--- config.mk ---
export PLATFORM = sky130hd
export DESIGN_NAME = fir_axil_ctrl
export DESIGN_NICKNAME = d
export VERILOG_FILES = /design/src/rtl/fir_axil_ctrl.sv
export SDC_FILE = /design/constraint.sdc
export NUM_CORES = 1
export LEC_CHECK = 0
export CORE_MARGIN = 2
export CORE_UTILIZATION = 41
export DETAILED_ROUTE_END_ITERATION = 6
export PLACE_DENSITY = 0.81
export SYNTH_ARGS = -nofsm -noshare
export SYNTH_HDL_FRONTEND = slang
export SYNTH_SLANG_ARGS = --single-unit
--- constraint.sdc ---
create_clock -name axis_clk -period 2.7 [get_ports axis_clk]
set_input_delay 0.54 -clock axis_clk [delete_from_list [all_inputs] [get_ports axis_clk]]
set_output_delay 0.54 -clock axis_clk [all_outputs]
set_load 0.03 [all_outputs]
--- src/rtl/fir_axil_ctrl.sv ---
// AXI-Lite configuration responder for the FIR accelerator.
// Owns ap_ctrl, data_length and the tap window; arbitrates the tap BRAM port.
module fir_axil_ctrl #(
   parameter int pADDR_WIDTH = 12,
   parameter int pDATA_WIDTH = 32,
   parameter int Tape_Num    = 11
) (
   input  logic                   axis_clk,
   input  logic                   axis_rst_n,
   input  logic                   awvalid,
   input  logic [pADDR_WIDTH-1:0] awaddr,
   output logic                   awready,
   input  logic                   wvalid,
   input  logic [pDATA_WIDTH-1:0] wdata,
   output logic                   wready,
   input  logic                   arvalid,
   input  logic [pADDR_WIDTH-1:0] araddr,
   output logic                   arready,
   input  logic                   rready,
   output logic                   rvalid,
   output logic [pDATA_WIDTH-1:0] rdata,
   output logic [3:0]             tap_WE,
   output logic                   tap_EN,
   output logic [pDATA_WIDTH-1:0] tap_Di,
   output logic [pADDR_WIDTH-1:0] tap_A,
   input  logic [pDATA_WIDTH-1:0] tap_Do,
   input  logic                   eng_tap_EN,
   input  logic [pADDR_WIDTH-1:0] eng_tap_A,
   output logic                   eng_start,
   input  logic                   eng_done,
   output logic [pDATA_WIDTH-1:0] data_length,
   output logic                   eng_busy
);

   localparam logic [1:0] W_IDLE = 2'd0;
   localparam logic [1:0] W_ACK  = 2'd1;
   localparam logic [1:0] W_GAP  = 2'd2;
   localparam logic [1:0] R_IDLE = 2'd0;
   localparam logic [1:0] R_ADDR = 2'd1;
   localparam logic [1:0] R_DATA = 2'd2;

   localparam logic [pADDR_WIDTH-1:0] A_CTRL = '0;
   localparam logic [pADDR_WIDTH-1:0] A_LEN  = pADDR_WIDTH'(16);
   localparam logic [pADDR_WIDTH-1:0] A_TAP0 = pADDR_WIDTH'(32);
   localparam logic [pADDR_WIDTH-1:0] A_TAPN =
      pADDR_WIDTH'(32 + 4 * (Tape_Num - 1));

   logic [1:0]             w_state_q, w_state_d;
   logic [pADDR_WIDTH-1:0] waddr_q, waddr_d;
   logic [pDATA_WIDTH-1:0] wdata_q, wdata_d;
   logic [1:0]             r_state_q, r_state_d;
   logic [pADDR_WIDTH-1:0] raddr_q, raddr_d;
   logic [pDATA_WIDTH-1:0] rdata_q, rdata_d;
   logic                   tap_pend_q, tap_pend_d;
   logic                   busy_q, busy_d;
   logic                   done_q, done_d;
   logic                   eng_start_q, eng_start_d;
   logic [pDATA_WIDTH-1:0] data_length_q, data_length_d;

   logic                   w_commit;
   logic                   w_tap;
   logic                   r_tap;
   logic                   r_stall;
   logic                   r_done;
   logic [pDATA_WIDTH-1:0] ctrl_word;

   function automatic logic in_tap(input logic [pADDR_WIDTH-1:0] a);
      return (a >= A_TAP0) && (a <= A_TAPN);
   endfunction

   assign w_commit  = (w_state_q == W_ACK);
   assign w_tap     = w_commit && in_tap(waddr_q);
   assign r_tap     = (r_state_q == R_ADDR) && in_tap(raddr_q);
   assign r_stall   = r_tap && !busy_q && w_commit;
   assign r_done    = (r_state_q == R_DATA) && rready;
   assign ctrl_word = {{(pDATA_WIDTH-3){1'b0}}, !busy_q, done_q, eng_start_q};

   assign awready     = w_commit;
   assign wready      = w_commit;
   assign arready     = (r_state_q == R_ADDR) && !r_stall;
   assign rvalid      = (r_state_q == R_DATA);
   assign rdata       = tap_pend_q ? tap_Do : rdata_q;
   assign eng_start   = eng_start_q;
   assign eng_busy    = busy_q;
   assign data_length = data_length_q;

   always_comb begin
      w_state_d = w_state_q;
      waddr_d   = waddr_q;
      wdata_d   = wdata_q;
      unique case (w_state_q)
         W_IDLE: begin
            if (awvalid && wvalid) begin
               waddr_d   = awaddr;
               wdata_d   = wdata;
               w_state_d = W_ACK;
            end
         end
         W_ACK:   w_state_d = W_GAP;
         default: w_state_d = W_IDLE;
      endcase
   end

   // rdata is captured when the address is accepted; tap data lands a cycle later
   always_comb begin
      r_state_d  = r_state_q;
      raddr_d    = raddr_q;
      rdata_d    = rdata_q;
      tap_pend_d = tap_pend_q;
      unique case (r_state_q)
         R_IDLE: begin
            if (arvalid) begin
               raddr_d   = araddr;
               r_state_d = R_ADDR;
            end
         end
         R_ADDR: begin
            if (!r_stall) begin
               r_state_d  = R_DATA;
               tap_pend_d = 1'b0;
               if (r_tap) begin
                  if (busy_q) rdata_d = '1;
                  else tap_pend_d = 1'b1;
               end else if (raddr_q == A_CTRL) begin
                  rdata_d = ctrl_word;
               end else if (raddr_q == A_LEN) begin
                  rdata_d = data_length_q;
               end else begin
                  rdata_d = '0;
               end
            end
         end
         default: begin
            if (tap_pend_q) begin
               rdata_d    = tap_Do;
               tap_pend_d = 1'b0;
            end
            if (rready) r_state_d = R_IDLE;
         end
      endcase
   end

   always_comb begin
      busy_d        = busy_q;
      done_d        = done_q;
      eng_start_d   = 1'b0;
      data_length_d = data_length_q;
      if (w_commit && !busy_q) begin
         if (waddr_q == A_LEN) data_length_d = wdata_q;
         if (waddr_q == A_CTRL && wdata_q[0]) begin
            eng_start_d = 1'b1;
            busy_d      = 1'b1;
            done_d      = 1'b0;
         end
      end
      if (r_done && raddr_q == A_CTRL) done_d = 1'b0;
      if (eng_done) begin
         busy_d = 1'b0;
         done_d = 1'b1;
      end
   end

   always_comb begin
      tap_EN = 1'b0;
      tap_WE = 4'h0;
      tap_A  = '0;
      tap_Di = wdata_q;
      if (busy_q) begin
         tap_EN = eng_tap_EN;
         tap_A  = eng_tap_A;
      end else if (w_tap) begin
         tap_EN = 1'b1;
         tap_WE = 4'hF;
         tap_A  = waddr_q - A_TAP0;
      end else if (r_tap) begin
         tap_EN = 1'b1;
         tap_A  = raddr_q - A_TAP0;
      end
   end

   always_ff @(posedge axis_clk or negedge axis_rst_n) begin
      if (!axis_rst_n) begin
         w_state_q     <= W_IDLE;
         waddr_q       <= '0;
         wdata_q       <= '0;
         r_state_q     <= R_IDLE;
         raddr_q       <= '0;
         rdata_q       <= '0;
         tap_pend_q    <= 1'b0;
         busy_q        <= 1'b0;
         done_q        <= 1'b0;
         eng_start_q   <= 1'b0;
         data_length_q <= '0;
      end else begin
         w_state_q     <= w_state_d;
         waddr_q       <= waddr_d;
         wdata_q       <= wdata_d;
         r_state_q     <= r_state_d;
         raddr_q       <= raddr_d;
         rdata_q       <= rdata_d;
         tap_pend_q    <= tap_pend_d;
         busy_q        <= busy_d;
         done_q        <= done_d;
         eng_start_q   <= eng_start_d;
         data_length_q <= data_length_d;
      end
   end

endmodule
==> run summary <==
outcome: finished with violations
failing checks: setup timing
final hold vios: 0
post-layout min period: 3200 ps
top cell type by total area after synthesis: dfrtp_1
Post-Syn Area per Cell: 11.33 µm²
crit path launch type: flop
Rel. slew slack: 56.67%
vias in the first global route: 5806
Placement Cell Area: 8951 µm²
I/O pins: 227
Sw Pwr: 0.003742 W
reg2reg setup slack: 110 ps
later-pin clock latency in the skew report: 420 ps
top cell type's share of synthesized area: 51.59%
area grow syn2layout: 57.66%
CTS Buf Count: 17
Fmax: 0.3125 GHz
final number of setup-violating endpoints: 14
GRT Overall Usage: 23.87%
WL final: 19.24 mm
grt ovf: 0
design area: 9788 µm²
Synth area leaders: dfrtp_1 52%, mux2_2 19%, o31ai_1 3.9%
fin crit share: 118.5%
Switching Share: 37.83%
final slew viol count: 0
max cap viols: 0
clock slew at reported path FFs: 60 ps
Final Worst Setup Slack: -500.0 ps
actual slew at the worst max-slew pin: 649.9 ps
Fillers: 1094
register area share after synthesis: 51.59%
synthesized cell area: 6208 µm²
routed len/inst: 19.34 µm
CTS tree: yes
cell with the most instances after synthesis: dfrtp_1
Port Buffers: 226
Worst Path Arrival: 2660 ps
Worst IR Drop VDD: 0.5259 mV
largest net degree at the start of global routing: 69
synthesized net count: 660
total core area: 14640 µm²
initial drt markers: 228
CP Class: flop to output port
antenna cells: 0
library cells used by synthesis: 46
vias per cell: 5.426
Power Dens Cells: 1011 nW/µm²
initial antenna violation count: 0
Layout Nets: 910
Vias: 5399
dpl ws: -83.96 ps
Cells after Synth: 548
Yosys reg bits: 128
Post-CTS Hold Buffers: 0
Max FO, Critical Path: 4
clock tree sinks: 128
layout cell share with drive strength beyond 1: 28.85%
DRT Pass-1 Iters: 4
DRC Markers: 0
Final ANT Viol Nets: 0
fraction of registers with async set/reset: 100.0%
Initial Util: 42.40%
yosys warns: 0
Power Internal: 0.006151 W
skew final: 9.320 ps
Critical Path RT: 2160 ps
Die H: 127.1 µm
Clock power frac: 25.4%
gpl congestion: 0.8562
Comb power frac: 46.2%
unrepaired setup endpoints after global routing: yes
Clock Path Buffers: 2
Final HPWL DP: 13.67 mm
CP endpoint kind: output port
Final Core Density: 66.84%
DIE AREA: 16140 µm²
prevailing post-synth register cell: dfrtp_1
synth cell count leaders: 128 x dfrtp_1, 104 x mux2_2, 46 x o21ai_0
Die X-Extent: 127.1 µm
P_leak: 4.249 nW
first-pass GRT wire length: 30.17 mm
Hold WC Path Type: input port to async pin
Post-synth EDFFs: 0
clock root buffer: clkbuf_16
Reg power frac: 28.4%
# rows: 44
H-tree depth: 4
## stage by stage
stage,total power (W),instances,TNS [ps],hold WS (ps)
final,0.009893,995,-5397,118.0
after global routing,0.01040,995,-6326,167.9
after CTS,0.009926,994,-5488,145.7
after detailed placement,0.007316,958,-244.8,498.2
after global placement,0.007185,958,-157.3,485.8
after floorplan,0.005434,548,-46.70,244.4
## routing by layer
| metal | track usage, % | vias up | wire length (µm) |
|---|---|---|---|
| met5 | 0 | - | 0 |
| li1 | - | 2485 | - |
| met4 | 6.787 | 0 | 210 |
| met2 | 41.49 | 180 | 9801 |
| met1 | 28.37 | 2718 | 7756 |
| met3 | 7.956 | 16 | 1471 |
## layout by cell type (no fill, tap or decap), types with 5 or more instances in the layout
cell type,Yosys,routed
clkbuf_16,0,17
a21o_1,6,6
nor2_1,40,37
buf_6,0,14
dfrtp_1,128,127
mux2_1,13,13
buf_4,4,45
buf_12,0,5
clkdlybuf4s50_1,0,204
or4_4,2,5
a21oi_1,40,35
nand2_1,21,20
mux2_2,104,104
o31ai_1,32,32
inv_1,13,13
bufinv_16,0,5
o21ai_0,46,44
nor3_1,8,5
## worst paths after layout
path | startpoint | cells past startpoint | end
max in group asynchronous | axis_rst_n | 2 | rdata_q[18]
worst max-delay path | raddr_q[9] | 6 | tap_A[8]
worst max register to register | raddr_q[9] | 9 | rdata_q[19]
worst min-delay path | axis_rst_n | 1 | tap_Di[7]
min in group axis_clk | rdata_q[10] | 2 | rdata_q[10]
worst min register to register | rdata_q[10] | 2 | rdata_q[10]
## flip-flops by register name, indices dropped and copies added (netlist names)
name         flops
data_length     32
rdata_q         32
tap_Di          32
raddr_q         12
waddr_q         12
r_state_q        2
w_state_q        2
done_q           1
eng_busy         1
eng_start        1
tap_pend_q       1
## critical path, cell delays in order, from the launching register on
cell     delay [ps]
dfrtp_1         390
or3_4           370
or4_4           420
or3_4           370
or4_4           470
nand3_4          80
buf_6           130
## timing repair
item,4_1_cts,5_1_grt
endpoints found under the setup margin,18,51
pin swaps,8,5
endpoints found under the hold margin,0,0
buffers inserted,4,1
resized for setup,22,14
## cells by family (layout without fill, tap and decap cells)
logic type	Yosys count	count (layout)	synth area share (%)
compound gates	140	140	13.89
flops	128	128	51.59
mux	118	118	21.38
simple gates	101	101	8.283
buf+inv	54	317	3.628
fa+ha+maj	4	4	0.8062
xor+xnor	3	3	0.4233
## cell type report
| cell class | instances | area (µm²) | share of cell area, % |
|---|---|---|---|
| Clock inverter | 13 | 210.2 | 2.148 |
| Inverter | 14 | 52.55 | 0.5369 |
| Multi-Input combinational cell | 366 | 2980 | 30.45 |
| Sequential cell | 128 | 3204 | 32.74 |
| Tap cell | 184 | 230.2 | 2.352 |
| Clock buffer | 19 | 432.9 | 4.423 |
| Timing Repair Buffer | 271 | 2678 | 27.36 |
## power by group through the flow
stage	Sequential [W]	Combinational, W	Clock [W]
6_report	0.00281	0.00457	0.00251
3_3_place_gp	0.00279	0.00440	0
3_5_place_dp	0.00283	0.00449	0
5_1_grt	0.00288	0.00488	0.00264
2_1_floorplan	0.00295	0.00248	0
4_1_cts	0.00280	0.00457	0.00255
No activity file was read; power rests on OpenSTA's default activity.
